## config.mk

```make
export PLATFORM = sky130hd
export DESIGN_NAME = ps2_scan_decoder_flat
export DESIGN_NICKNAME = d
export VERILOG_FILES = /design/src/rtl/ps2_scan_decoder_if.sv /design/src/rtl/ps2_scan_decoder.sv /design/src/flat_wrapper.sv
export SDC_FILE = /design/constraint.sdc
export NUM_CORES = 1
export LEC_CHECK = 0
export ABC_AREA = 1
export CAP_MARGIN = 20
export CORE_ASPECT_RATIO = 1.1
export CORE_MARGIN = 4
export CORE_UTILIZATION = 55
export DETAILED_ROUTE_END_ITERATION = 6
export PLACE_DENSITY = 0.72
export REMOVE_ABC_BUFFERS = 1
export SLEW_MARGIN = 15
export SYNTH_ARGS = -nofsm -noshare
export SYNTH_HDL_FRONTEND = slang
export SYNTH_SLANG_ARGS = --single-unit
```

## constraint.sdc

```tcl
create_clock -name clk -period 6.48 [get_ports clk]
set_clock_uncertainty 0.1 [all_clocks]
set_input_delay 1.296 -clock clk [delete_from_list [all_inputs] [get_ports clk]]
set_output_delay 1.296 -clock clk [all_outputs]
set_load 0.005 [all_outputs]
```

## src/rtl/ps2_scan_decoder_if.sv

```systemverilog
// Byte stream from the PS/2 frame receiver and the buffered key-event
// handshake toward the keyboard consumer, bundled as one bus.
interface ps2_scan_decoder_if;
  logic [7:0] rx_data;
  logic       rx_valid;
  logic       rx_err;
  logic [7:0] evt_code;
  logic       evt_ext;
  logic       evt_break;
  logic       evt_valid;
  logic       evt_ready;
  logic       overflow;
  logic       ctrl_seen;

  // Decoder side: consumes bytes, produces events
  modport slave (
    input  rx_data, rx_valid, rx_err, evt_ready,
    output evt_code, evt_ext, evt_break, evt_valid, overflow, ctrl_seen
  );

  // Environment side: drives bytes, accepts events
  modport master (
    output rx_data, rx_valid, rx_err, evt_ready,
    input  evt_code, evt_ext, evt_break, evt_valid, overflow, ctrl_seen
  );
endinterface

```

## src/rtl/ps2_scan_decoder.sv

```systemverilog
// Collapses PS/2 Set-2 scan-code sequences (E0 / F0 / E1 prefixes) into
// single key events and queues them in a small first-word-fall-through FIFO.
module ps2_scan_decoder #(
  parameter int DEPTH          = 4,
  parameter int TIMEOUT_CYCLES = 50000
) (
  input  logic              clk,
  input  logic              rst,
  ps2_scan_decoder_if.slave bus
);

  localparam int AW = $clog2(DEPTH);
  localparam int CW = $clog2(TIMEOUT_CYCLES);
  localparam logic [CW-1:0] TMO_LAST = CW'(TIMEOUT_CYCLES - 1);
  localparam logic [AW:0]   FULL_CNT = (AW+1)'(DEPTH);
  localparam logic [AW:0]   ONE_CNT  = (AW+1)'(1);

  typedef enum logic [2:0] {S_IDLE, S_E0, S_F0, S_E0F0, S_PAUSE} state_t;

  // Keyboard housekeeping bytes that never form a key event
  function automatic logic is_ctrl(input logic [7:0] b);
    return (b == 8'hAA) || (b == 8'hFA) || (b == 8'hFE) ||
           (b == 8'hEE) || (b == 8'h00) || (b == 8'hFF);
  endfunction

  state_t          state_q, state_d;
  logic [CW-1:0]   tmo_q, tmo_d;
  logic [2:0]      skip_q, skip_d;
  logic            ctrl_q, ctrl_d;
  logic            push;
  logic [9:0]      push_word;   // {code, ext, brk}

  // Prefix decode: next state and the event (if any) for this cycle's byte
  always_comb begin
    state_d   = state_q;
    tmo_d     = tmo_q;
    skip_d    = skip_q;
    ctrl_d    = 1'b0;
    push      = 1'b0;
    push_word = {bus.rx_data, 2'b00};
    if (bus.rx_valid) begin
      // Any frame, good or bad, restarts the inactivity timer
      tmo_d = '0;
      if (bus.rx_err) begin
        state_d = S_IDLE;
      end else begin
        unique case (state_q)
          S_IDLE: begin
            if (bus.rx_data == 8'hE0)      state_d = S_E0;
            else if (bus.rx_data == 8'hF0) state_d = S_F0;
            else if (bus.rx_data == 8'hE1) begin
              state_d = S_PAUSE;
              skip_d  = 3'd7;
            end
            else if (is_ctrl(bus.rx_data)) ctrl_d = 1'b1;
            else push = 1'b1;
          end
          S_E0: begin
            if (bus.rx_data == 8'hF0) state_d = S_E0F0;
            else if (bus.rx_data != 8'hE0) begin
              push      = 1'b1;
              push_word = {bus.rx_data, 2'b10};
              state_d   = S_IDLE;
            end
          end
          S_F0: begin
            if (bus.rx_data == 8'hE0) state_d = S_E0F0;
            else if (bus.rx_data != 8'hF0) begin
              push      = 1'b1;
              push_word = {bus.rx_data, 2'b01};
              state_d   = S_IDLE;
            end
          end
          S_E0F0: begin
            if ((bus.rx_data != 8'hE0) && (bus.rx_data != 8'hF0)) begin
              push      = 1'b1;
              push_word = {bus.rx_data, 2'b11};
              state_d   = S_IDLE;
            end
          end
          S_PAUSE: begin
            // The Pause key sends E1 plus seven bytes that carry no information
            skip_d = skip_q - 1'b1;
            if (skip_q == 3'd1) begin
              push      = 1'b1;
              push_word = {8'hE1, 2'b00};
              state_d   = S_IDLE;
            end
          end
          default: state_d = S_IDLE;
        endcase
      end
    end else if (state_q != S_IDLE) begin
      // A stalled partial sequence is abandoned; a byte on the same edge wins
      if (tmo_q == TMO_LAST) begin
        state_d = S_IDLE;
        tmo_d   = '0;
      end else begin
        tmo_d = tmo_q + 1'b1;
      end
    end
  end

  // Decoder state, timeout/skip counters and the registered control pulse
  always_ff @(posedge clk) begin
    if (rst) begin
      state_q <= S_IDLE;
      tmo_q   <= '0;
      skip_q  <= '0;
      ctrl_q  <= 1'b0;
    end else begin
      state_q <= state_d;
      tmo_q   <= tmo_d;
      skip_q  <= skip_d;
      ctrl_q  <= ctrl_d;
    end
  end

  logic [9:0]  mem_q [DEPTH];
  logic [AW-1:0] wr_ptr_q, rd_ptr_q, rd_next;
  logic [AW:0]   cnt_q;
  logic [9:0]    head_q;
  logic          ovf_q;
  logic          full, empty, pop, wr_en;

  assign full    = (cnt_q == FULL_CNT);
  assign empty   = (cnt_q == '0);
  assign pop     = !empty && bus.evt_ready;
  // A full FIFO still takes a push when the head leaves on the same edge
  assign wr_en   = push && (!full || pop);
  assign rd_next = rd_ptr_q + 1'b1;

  // Event storage; contents need no reset because cnt_q qualifies them
  always_ff @(posedge clk) begin
    if (wr_en) mem_q[wr_ptr_q] <= push_word;
  end

  // FIFO pointers, occupancy, sticky overflow and the fall-through head
  always_ff @(posedge clk) begin
    if (rst) begin
      wr_ptr_q <= '0;
      rd_ptr_q <= '0;
      cnt_q    <= '0;
      head_q   <= '0;
      ovf_q    <= 1'b0;
    end else begin
      if (wr_en) wr_ptr_q <= wr_ptr_q + 1'b1;
      if (pop)   rd_ptr_q <= rd_next;
      if (wr_en && !pop)      cnt_q <= cnt_q + 1'b1;
      else if (!wr_en && pop) cnt_q <= cnt_q - 1'b1;
      if (push && full && !pop) ovf_q <= 1'b1;
      // Head keeps its last value once the FIFO drains
      if (pop) begin
        if (cnt_q == ONE_CNT) begin
          if (wr_en) head_q <= push_word;
        end else begin
          head_q <= mem_q[rd_next];
        end
      end else if (empty && wr_en) begin
        head_q <= push_word;
      end
    end
  end

  assign bus.evt_code  = head_q[9:2];
  assign bus.evt_ext   = head_q[1];
  assign bus.evt_break = head_q[0];
  assign bus.evt_valid = !empty;
  assign bus.overflow  = ovf_q;
  assign bus.ctrl_seen = ctrl_q;

endmodule

```

## src/flat_wrapper.sv

```systemverilog
// flat-port wrapper written by rule: the top's interface ports become plain ports
module ps2_scan_decoder_flat 
#(
  parameter int DEPTH          = 4,
  parameter int TIMEOUT_CYCLES = 50000
)
  (clk, rst, bus_rx_data, bus_rx_valid, bus_rx_err, bus_evt_ready, bus_evt_code, bus_evt_ext, bus_evt_break, bus_evt_valid, bus_overflow, bus_ctrl_seen);
  ps2_scan_decoder_if bus_i ();
  input  logic clk;
  input  logic rst;
  input wire logic [$bits(bus_i.rx_data)-1:0] bus_rx_data;
  input wire logic [$bits(bus_i.rx_valid)-1:0] bus_rx_valid;
  input wire logic [$bits(bus_i.rx_err)-1:0] bus_rx_err;
  input wire logic [$bits(bus_i.evt_ready)-1:0] bus_evt_ready;
  output wire logic [$bits(bus_i.evt_code)-1:0] bus_evt_code;
  output wire logic [$bits(bus_i.evt_ext)-1:0] bus_evt_ext;
  output wire logic [$bits(bus_i.evt_break)-1:0] bus_evt_break;
  output wire logic [$bits(bus_i.evt_valid)-1:0] bus_evt_valid;
  output wire logic [$bits(bus_i.overflow)-1:0] bus_overflow;
  output wire logic [$bits(bus_i.ctrl_seen)-1:0] bus_ctrl_seen;
  assign bus_i.rx_data = bus_rx_data;
  assign bus_i.rx_valid = bus_rx_valid;
  assign bus_i.rx_err = bus_rx_err;
  assign bus_i.evt_ready = bus_evt_ready;
  assign bus_evt_code = bus_i.evt_code;
  assign bus_evt_ext = bus_i.evt_ext;
  assign bus_evt_break = bus_i.evt_break;
  assign bus_evt_valid = bus_i.evt_valid;
  assign bus_overflow = bus_i.overflow;
  assign bus_ctrl_seen = bus_i.ctrl_seen;
  ps2_scan_decoder #(.DEPTH(DEPTH), .TIMEOUT_CYCLES(TIMEOUT_CYCLES)) u_core (.clk(clk), .rst(rst), .bus(bus_i));
endmodule
```

# Word level (Yosys, flattened, before mapping)
# Memory sizes are Yosys's and may differ from the RTL's.
# Cells that the tools add are included.
# totals
out_inout_bits	13
mem_count	1
ff_bits	41
ramBits	40
word_cells	128
# memory_table
memory	depth	word_bits	rd	rd_clocked_by_memory_dff	wr	line	text
u_core.mem_q	4	10	1	0	1	ps2_scan_decoder.sv:119	logic [9:0] mem_q [DEPTH];
# op_classes
bitwise	3
reduce_logical	32
add_sub_neg	6
muxes	50
eq_ne	27
# ops
operator	n
two-way mux 10 bit	7
equality test 8 bit (second input constant)	8
two-way mux 3 bit	18
case mux 10 bit (4 select lines)	1
two-way mux 1 bit	17
adder 16 x 1 -> 16 bit (second input constant)	1
equality test 16 bit (second input constant)	1
two-way mux 16 bit	1
inequality test 8 bit (second input constant)	2
case mux 3 bit (5 select lines)	1
inequality test 5 x 3 -> 1 bit (second input constant)	2
nonzero test 2 bit	5
equality test 3 x 1 -> 1 bit (second input constant)	3
logical AND 1 bit	8
logical NOT 8 bit	1
inequality test 4 x 3 -> 1 bit (second input constant)	2
AND reduction 7 bit	1
OR reduction 7 bit	1
equality test 3 x 2 -> 1 bit (second input constant)	2
equality test 3 bit (second input constant)	2
logical NOT 3 bit	2
logical OR 1 bit	6
two-way mux 2 bit	3
inequality test 6 x 3 -> 1 bit (second input constant)	1
14 further kinds	22

# Longest topological paths before layout
# Gate-level depths: netlist (run 1).
# logic_depth
word_depth	18
depth_mapped	17
ltp_nobuf	17

# Least setup slack after synthesis (run 1)
# No wires, ideal clock.
# synth_timing
path_kind	in2reg
startpoint	in bus_rx_data[7]
endpoint	mem u_core.mem_q[0][0], enable pin
path_slack_ns	3.442
t_arrival_ns	2.562
setup_time_ns	0.376
required_ns	6.004
cell_stages	11
path_cell_list	nand2_1 > inv_2 > nand2_1 > inv_1 > nand2_1 > nand2_1 > nor2_2 > nand2_2 > nand2_4 > nand3_2 > nor2_1
# synth_between
elab_chain_cells	16
word_cells_on_any_way	32
cone_classes	eq/ne: 10; mux: 14; reduce/logical: 8
# synth_rtl
item	line	text
start, declared	flat_wrapper.sv:11	input wire logic [$bits(bus_i.rx_data)-1:0] bus_rx_data;
equality test 8 bit	ps2_scan_decoder.sv:22	return (b == 8'hAA) || (b == 8'hFA) || (b == 8'hFE) ||
logical OR 1 bit (3 in a row)	ps2_scan_decoder.sv:22	
logical OR 1 bit (2 in a row)	ps2_scan_decoder.sv:23	(b == 8'hEE) || (b == 8'h00) || (b == 8'hFF);
two-way mux 1 bit	ps2_scan_decoder.sv:55	else if (is_ctrl(bus.rx_data)) ctrl_d = 1'b1;
two-way mux 1 bit	ps2_scan_decoder.sv:51	else if (bus.rx_data == 8'hE1) begin
two-way mux 1 bit	ps2_scan_decoder.sv:50	else if (bus.rx_data == 8'hF0) state_d = S_F0;
two-way mux 1 bit	ps2_scan_decoder.sv:49	if (bus.rx_data == 8'hE0) state_d = S_E0;
case mux 1 bit (5 select lines) (*)	ps2_scan_decoder.sv:47	unique case (state_q)
two-way mux 1 bit (*)	ps2_scan_decoder.sv:44	if (bus.rx_err) begin
two-way mux 1 bit (*)	ps2_scan_decoder.sv:41	if (bus.rx_valid) begin
logical AND 1 bit (*)	ps2_scan_decoder.sv:130	assign wr_en = push && (!full || pop);
two-way mux 1 bit (*)	ps2_scan_decoder.sv:135	if (wr_en) mem_q[wr_ptr_q] <= push_word;
two-way mux 1 bit (not written as such) (*)	ps2_scan_decoder.sv:135	
end, declared	ps2_scan_decoder.sv:119	
# Every way passes the cells marked *; elsewhere a longest branch is shown, timed or not.

# Worst setup path after layout (run 1)
# layout_timing
startpoint	in bus_rx_data[1]
endpoint	mem u_core.mem_q[1][6], enable pin
# The elaborated chain is that of the path after synthesis.

==> summary.md, run 1 <==
| Metric | Value |
|---|---|
| Status | complete, no violations |
| Maxcap violations | 0 |
| Initial antenna violation count | 0 |
| WL met3 | ~260 um |
| Worst reg2reg path depth | 8 |
| Clk_lat worst skew | between 0.3 and 0.4 ns |
| Most common cell after layout, fill and taps aside | nand2_1 |
| DR DRC count | 0 |
| Core Region | 7130 um^2 |
| Pre-CTS WS | approximately 2.5 ns |
| Setup_tns | 0 ns |
| Finish-stage setup viols | 0 |
| FP Rows | 32 |
| Total wire length | roughly 8700 um |
| IO Pins | 26 |
| Crit path launch type | input port |
| Crit Path Class | in -> reg |
| RSZ-0062 raised after global routing | no |
| GPL Wtd Cong | 0.924 |
| Final non-filler cell area | 4590 um^2 |
| Largest net degree at the start of global routing | 23 |
| Chip width | around 90 um |
| Max IR drop VDD | 0.000147 V |
| Hold Path Class | reg -> reg |
| Pwr Density | between 300 and 400 nW/um^2 |
| Leak | between 1.5 and 2 nW |
| Placed Cells | between 500 and 600 |
| Worst-path fanout max | 10 |
| Fraction of layout cells with a size suffix above 1 | between 10% and 20% |
| CTS H-tree depth | 3 |
| CP Cell Sequence | clkdlybuf4s50_1 > inv_2 > nand2_2 > nor2_4 > nand2_1 > nand2_1 > nor2_2 > nand2_2 > nand2_4 > nand3_2 > nor2_1 |
| Hold-fix buffers, CTS | 0 |
| Max stage delay on crit path | between 0.7 and 0.8 ns |
| DR pass1 iterations | 4 |
| DIE AREA | slightly below 9000 um^2 |
| CP max stage cell | nor2_1 |
| Hold path cells | 1 |
| Clk pin slew, worst setup/hold paths | 0.08 ns |
| Final Hold Fails | 0 |
| PortBufs | 25 |
| Final Non-Filler Cells | 601 |
| Hold_ws | about 0.37 ns |
| Initial Utilization | between 50 and 60% |
| Routed len/inst | 14.5 um |
| GRT overflow | 0 |
| Crit share post-route | roughly 56% |
| DP Wirelength | between 6000 and 7000 um |
| Mapped Cells | 483 |
| WP data required | ~6.4 ns |
| Root buffer cell | clkbuf_8 |
| Post-Syn Area | 4100 um^2 |
| CTS resizes | 0 |
| Initial DRC Count | roughly 170 |
| Setup slack, reg-to-reg | 3.92 ns |
| Number of routed nets with antenna violations | 0 |
| Commonest non-fill, non-tap cells in the layout | nand2_1, nor2_1, inv_1, dfxtp_1, edfxtp_1 |
| Vias in the first global route | 3,159 |
| Max Slew Vio Count | 0 |
| Critical Path AT | roughly 3.5 ns |
| First-pass GRT wire length | 14,700 um |
| Synth unique cells | 34 |
| Via count of the routed design | approximately 3,300 |
| Antenna diode count | 0 |
| Clock sinks | 81 |
| All-Layer GR Usage | about a fifth |
| Max Buffers Root-to-Sink | 2 |
| Relative slew slack | 39.8% |
| Worst-Margin Slew | about 0.9 ns |
| Dpl cell area | 4410 um^2 |
| Die Ht | between 90 and 100 um |
| Syn Area/Cell | approximately 8.5 um^2 |
| Drt via density | about 5.4 |
| Postcts setup bufs | 0 |
| Highest layer used for signal routing | met4 |
| Minimum clock period | approximately 3.6 ns |
| Seq/Total Area, Yosys | about 49% |
| CP endpoint kind | flip-flop |
| Post-synthesis register bit count | 81 |
| M1 wire length | approximately 3800 um |
| CTS tree | done |
| Area growth from synthesis to layout | 12.1% |
| Max Clk Rate | about 280 MHz |
| Setup WS post-layout | around 2.9 ns |
| DR WL met2 | 4470 um |
| Final net count | around 540 |
| Yosys warns | 0 |
| Inserted Clock Buffers | 9 |
## through the flow
stage	power [mW]	utilization [%]
after floorplan	0.957	-
after global placement	1.12	61.9
after detailed placement	1.13	61.9
after CTS	1.46	64.4
after global routing	1.55	64.4
final	1.45	64.4
## worst max-delay path: cells and delay by family
family                 cells  cell delay [ns]
buffers and inverters      2             0.65
and+or+nand+nor            9             1.54
## registers in the layout, summed over array words and instances (netlist names)
name,flops
u_core.bus.ctrl_seen,1
u_core.bus.overflow,1
u_core.cnt_q,3
u_core.head_q,10
u_core.mem_q,40
u_core.rd_ptr_q,2
u_core.skip_q,3
u_core.state_q,3
u_core.tmo_q,16
u_core.wr_ptr_q,2
## synthesized netlist by cell type (all sizes together)
cell type	count	area share [%]
xor2	5	1.1
xnor2	1	0.21
a211oi	3	0.55
nor3	8	0.98
a22oi	4	0.73
nor2	78	8.1
o21a	1	0.18
dfxtp	41	20
nand3	27	3.7
a21oi	26	3.5
nand2	98	9.7
a22o	10	2.1
o21ai	20	2.4
nor4	3	0.61
ha	12	3.7
o31ai	6	1.1
clkbuf	5	0.46
buf	3	0.52
edfxtp	40	29
nand4	12	1.8
o21bai	8	2.2
inv	68	6.3
a31oi	4	0.61
## power by group
part           leakage, nW  internal [mW]  total, mW  switching [mW]
combinational         1.14          0.194      0.482           0.288
sequential           0.697          0.597      0.630          0.0330
clock               0.0893          0.145      0.338           0.193
## path summary, 6_finish.rpt
check	endpoint	from
setup reg to reg	u_core.mem_q[1][6]	u_core.state_q[1]
setup / recovery	u_core.mem_q[1][6]	bus_rx_data[1]
hold reg to reg	u_core.bus.overflow	u_core.bus.overflow
hold / removal	u_core.bus.overflow	u_core.bus.overflow
## layer usage
metal	GRT usage, %	vias up
met4	7.89	0
met3	3.89	18
li1	-	1663
met5	0	-
met1	24.6	1522
met2	36.4	61
## cell type report
| cell class | count | area, um^2 |
|---|---|---|
| Fill cell | 661 | 2530 |
| Sequential cell | 81 | 2020 |
| Multi-Input combinational cell | 326 | 1780 |
| Inverter | 68 | 258 |
| Timing Repair Buffer | 25 | 250 |
| Clock buffer | 10 | 128 |
| Tap cell | 85 | 106 |
| Clock inverter | 6 | 51.3 |
## logic make-up (layout without fill, tap and decap cells)
kind of cell             count (synthesis)  in the layout  share of synthesized area, %
AND/OR/NAND/NOR                        226            226                          24.9
XOR/XNOR                                 6              6                          1.28
AO/OA/AOI/OAI                           82             82                          13.5
flip-flops                              81             81                          49.4
buffers and inverters                   76            109                          7.27
adder cells (fa/ha/maj)                 12             12                          3.67
(Power assumes the default switching activity.)
==> inputs of run 2 (changes only) <==
clock period = 3.45 ns   (was 6.48 ns; I/O delays follow)
==> summary.md, run 2 (synthesis gave the netlist of run 1 again) <==
| Metric | Value |
|---|---|
| Routed len/inst | between 10 and 15 um |
| Leak | about 2 nW |
| Multi-input gate area | 1780 um^2 |
| Postcts setup bufs | 0 |
| Drt via density | between 5 and 6 |
| Total wire length | about 9000 um |
| Antenna diode count | 0 |
| All-Layer GR Usage | between 20% and 30% |
| Worst-Margin Slew | about 0.75 ns |
| DP Wirelength | roughly 6400 um |
| Clk_lat worst skew | 0.36 ns |
| Inserted Clock Buffers | 9 |
| DR DRC count | 0 |
| DIE AREA | just under 9000 um^2 |
| Cell internal pwr | ~1.8 mW |
| Final Power | ~2.8 mW |
| Final Core Density | about two thirds |
| DR pass1 iterations | 5 |
| Status | complete, no violations |
| Pwr Density | 605 nW/um^2 |
| Root buffer cell | clkbuf_8 |
| Final Non-Filler Cells | approximately 610 |
| Max reg flops | 40 |
| Setup WS post-layout | approximately 0.65 ns |
| Crit path launch type | input port |
| Fraction of layout cells with a size suffix above 1 | between 10% and 20% |
| Chip width | 90.3 um |
| Initial antenna violation count | 0 |
| Crit share post-route | 81.2% |
| Max Slew Vio Count | 0 |
| Clock power frac | around 26% |
| CTS resizes | 0 |
| Final Hold Fails | 0 |
| CTS H-tree depth | 3 |
| WP data required | around 3.6 ns |
| Crit Path Class | in -> reg |
| Max Clk Rate | around 360 MHz |
| Initial DRC Count | 175 |
| Critical Path AT | just under 3 ns |
| IO Pins | 26 |
| Pre-CTS WS | ~0.32 ns |
| GPL Wtd Cong | approximately 1 |
| Hold-fix buffers, CTS | 0 |
| Regs by FF count | u_core.mem_q x40, u_core.tmo_q x16, u_core.head_q x10 |
| Logic gate share of total power | around a third |
| Relative slew slack | around half |
| Max Buffers Root-to-Sink | 2 |
| Clock sinks | slightly above 80 |
| Switching share of power | a little over a third |
| Reg with most FFs | u_core.mem_q |
| Placed Cells | between 500 and 600 |
| Finish-stage setup viols | 0 |
| Max IR drop VDD | between 0.0003 and 0.0004 V |
| Minimum clock period | roughly 2.8 ns |
| Most common cell after layout, fill and taps aside | nand2_1 |
| Flop pwr share | about two fifths |
| Maxcap violations | 0 |
| Vias in the first global route | about 3,200 |
| Hold_ws | approximately 0.37 ns |
| Dpl cell area | roughly 4500 um^2 |
| CTS tree | done |
| Worst-path fanout max | 9 |
| Largest net degree at the start of global routing | 20 |
| Register area | roughly 2000 um^2 |
| GRT overflow | 0 |
| Final non-filler cell area | between 4000 and 5000 um^2 |
| Fill cell count | about 630 |
| Core Region | around 7100 um^2 |
| PortBufs | 25 |
| Clk pin slew, worst setup/hold paths | around 0.090 ns |
| Initial Utilization | between 50% and 60% |
| Setup_tns | 0 ns |
| Number of routed nets with antenna violations | 0 |
| First-pass GRT wire length | around 15,000 um |
| Via count of the routed design | around 3,300 |
| CP endpoint kind | flip-flop |
| Hold Path Class | reg -> reg |
| RSZ-0062 raised after global routing | no |
| Die Ht | slightly below 100 um |
| Area growth from synthesis to layout | 13.9% |
| NetSw | ~0.98 mW |
| Commonest non-fill, non-tap cells in the layout | nand2_1, nor2_1, inv_1, dfxtp_1, edfxtp_1 |
| FP Rows | 32 |
| Final net count | between 500 and 600 |
run 2: critical path: stages:
cell and delay, ns:
clkdlybuf4s50_1 0.52, nand2_1 0.13, nor2_1 0.19, nand2_1 0.13, nand2_1 0.12, nor2_2 0.05
nand2_2 0.07, nand2_4 0.06, nand3_2 0.15, inv_1 0.07, ha_1 0.35, nor2_1 0.11
o21ai_0 0.10, o21ai_0 0.16, a21oi_1 0.05
run 2: final timing paths:
kind                                           from  cells past startpoint             endpoint  slack, ns
worst max-delay path                 bus_rx_data[6]                     15      u_core.cnt_q[2]       0.65
worst max register to register    u_core.state_q[1]                     14      u_core.cnt_q[2]       1.10
worst min register to register  u_core.bus.overflow                      1  u_core.bus.overflow       0.37
worst min-delay path            u_core.bus.overflow                      1  u_core.bus.overflow       0.37
run 2: power by group through the flow:
stage	Clock (mW)	Sequential [mW]	Combinational (mW)
5_1_grt	0.789	1.20	1.02
2_1_floorplan	0	1.20	0.594
3_3_place_gp	0	1.20	0.898
4_1_cts	0.743	1.18	0.920
6_report	0.732	1.18	0.908
3_5_place_dp	0	1.21	0.914
run 2: metal layers:
layer,routed length [um],GRT usage (%),vias to the layer above
met2,4530,37.2,97
met4,208,8.01,0
li1,-,-,1674
met1,3850,25.6,1525
met3,392,3.89,22
met5,0,0,-
run 2: final cells by class:
type	instances	share of cell area, %
clock inverter	7	1.82
tap	85	2.28
multi-input combinational	326	38.1
sequential	81	43.3
inverter	68	5.52
clock buffer	9	2.65
timing repair buffer	31	6.33
==> inputs of run 3 (changes only) <==
clock period = 2.9 ns   (was 3.45 ns; I/O delays follow)
==> summary.md, run 3 (synthesis gave the netlist of run 1 again) <==
| Metric | Value |
|---|---|
| Inserted Clock Buffers | 9 |
| Crit Path Class | in -> reg |
| Worst reg2reg path depth | 13 |
| Hold_ws | ~0.38 ns |
| FP Rows | 32 |
| Drt via density | 5.46 |
| Setup slack, reg-to-reg | about 0.7 ns |
| DP Wirelength | approximately 6400 um |
| Final non-filler cell area | 4680 um^2 |
| Core Region | a little over 7000 um^2 |
| Crit Reg-Reg Endpoint | u_core.cnt_q[2] |
| Root buffer cell | clkbuf_8 |
| Initial Utilization | 57.5% |
| Antenna diode count | 0 |
| WP data required | 3.05 ns |
| Final Non-Filler Cells | 612 |
| Final Hold Fails | 0 |
| Worst-Margin Slew | slightly below 0.8 ns |
| Most common cell after layout, fill and taps aside | nand2_1 |
| Met3 GRT Util | 3.97% |
| Relative slew slack | between 40% and 50% |
| Grt met2 use | 37.8% |
| First-pass GRT wire length | around 15,000 um |
| Clk pin slew, worst setup/hold paths | approximately 0.090 ns |
| Max reg flops | 40 |
| Die Ht | ~100 um |
| Crit share post-route | between 80% and 90% |
| CTS H-tree depth | 3 |
| Vias in the first global route | ~3,200 |
| PortBufs | 25 |
| WP buf/inv | 2 |
| CP endpoint kind | flip-flop |
| Initial DRC Count | 191 |
| Regs by FF count | u_core.mem_q x40, u_core.tmo_q x16, u_core.head_q x10 |
| Crit path to | u_core.cnt_q[2] |
| Number of routed nets with antenna violations | 0 |
| CTS tree | done |
| Minimum clock period | 2.56 ns |
| Stages on the worst setup path | 13 |
| RSZ-0062 raised after global routing | no |
| Max Clk Rate | just under 400 MHz |
| Chip width | between 90 and 100 um |
| Max Buffers Root-to-Sink | 2 |
| All-Layer GR Usage | between 20% and 30% |
| Worst setup path start | bus_rx_data[6] |
| CP delay by family, top | simple AND/OR/NAND/NOR gates |
| Finish-stage setup viols | 0 |
| GRT overflow | 0 |
| DR DRC count | 0 |
| Status | complete, no violations |
| Clock sinks | around 80 |
| Max stage delay on crit path | 0.52 ns |
| Fraction of layout cells with a size suffix above 1 | between 10 and 15% |
| Max Slew Vio Count | 0 |
| Postcts setup bufs | 0 |
| Reg with most FFs | u_core.mem_q |
| Routed len/inst | ~15 um |
| Hold Path Class | reg -> reg |
| Pwr Density | roughly 700 nW/um^2 |
| Initial antenna violation count | 0 |
| Hold-fix buffers, CTS | 0 |
| Total wire length | around 9000 um |
| IO Pins | 26 |
| Worst-path fanout max | 4 |
| Area growth from synthesis to layout | 14.2% |
| CP max stage cell | clkdlybuf4s50_1 |
| Placed Cells | 596 |
| Dpl cell area | about 4500 um^2 |
| Clk_lat worst skew | roughly 0.36 ns |
| CTS resizes | 0 |
| Final net count | 547 |
| Maxcap violations | 0 |
| Critical register-to-register path startpoint | u_core.state_q[1] |
| Leak | about 2 nW |
| Max IR drop VDD | 0.000292 V |
| Fill cell count | a little over 600 |
| Via count of the routed design | around 3,300 |
| GR peak layer | met2 |
| DR pass1 iterations | 5 |
| M1 GR Usage | approximately 25% |
| Crit path launch type | input port |
| Critical Path AT | about 2.7 ns |
| CP most frequent cell | nor2_1 |
| Largest net degree at the start of global routing | 20 |
| CP Cell Sequence | clkdlybuf4s50_1 > nand2_1 > nor2_1 > a22oi_1 > nor2_1 > nand2_4 > nand3_2 > inv_1 > ha_1 > nor2_1 > o21ai_0 > o21ai_0 > a21oi_1 |
| GPL Wtd Cong | just over 0.9 |
| DIE AREA | between 8000 and 9000 um^2 |
| Commonest non-fill, non-tap cells in the layout | nand2_1, nor2_1, inv_1, dfxtp_1, edfxtp_1 |
==> run 3: changes by cell type in the layout (fill, tap and decap cells not counted) <==
cell,previous run,this run
bufinv_16,1,0
inv_8,1,0
clkinvlp_4,0,2
buf_4,6,11
inv_6,3,4
clkinv_4,2,1
==> run 3: routing by layer <==
layer | up-vias | wire length [um]
met5 | - | 0
met2 | 105 | 4580
met3 | 12 | 516
met1 | 1534 | 3780
met4 | 0 | 145
li1 | 1693 | -
==> run 3: area by class of cell <==
class | instances | area, um^2 | share of cell area, %
well taps | 85 | 106 | 2.27
clock inverters | 7 | 58.8 | 1.26
inverters | 68 | 258 | 5.51
multi-input cells | 326 | 1780 | 38.0
flip-flops and latches | 81 | 2020 | 43.2
clock buffers | 9 | 124 | 2.65
repair buffers | 36 | 333 | 7.11
==> run 3: how the worst min path moves through the flow <==
stage,startpoint,to,slack [ns],depth (start not counted)
2_1_floorplan,u_core.skip_q[2],u_core.skip_q[2],0.35,2
3_3_place_gp,u_core.bus.overflow,u_core.bus.overflow,0.35,1
3_5_place_dp,u_core.bus.overflow,u_core.bus.overflow,0.36,1
4_1_cts,u_core.head_q[3],u_core.head_q[3],0.39,2
5_1_grt,u_core.head_q[0],u_core.head_q[0],0.41,2
6_report,u_core.bus.overflow,u_core.bus.overflow,0.38,1
==> run 3: power by group <==
part | switching (mW) | internal, mW
combinational | 0.641 | 0.452
clock | 0.458 | 0.325
sequential | 0.0750 | 1.33
total | 1.17 | 2.11
==> run 3: stage by stage <==
step | setup TNS [ns] | setup WS, ns | utilization (%) | power, mW
2_1_floorplan | 0 | 0.578 | - | 2.14
3_3_place_gp | 0 | 0.0998 | 63.1 | 2.51
3_5_place_dp | -0.000619 | -0.000619 | 63.1 | 2.53
4_1_cts | 0 | 0.369 | 65.6 | 3.30
5_1_grt | 0 | 0.0607 | 65.6 | 3.49
6_report | 0 | 0.337 | 65.6 | 3.28
==> run 3: worst reg2reg max path: cells and delay by family, from the launching register on <==
kind	cells	cell delay, ns
AND/OR/NAND/NOR	6	0.60
flip-flops	1	0.49
AO/OA/AOI/OAI	4	0.50
buffers and inverters	2	0.13
adder cells (fa/ha/maj)	1	0.27
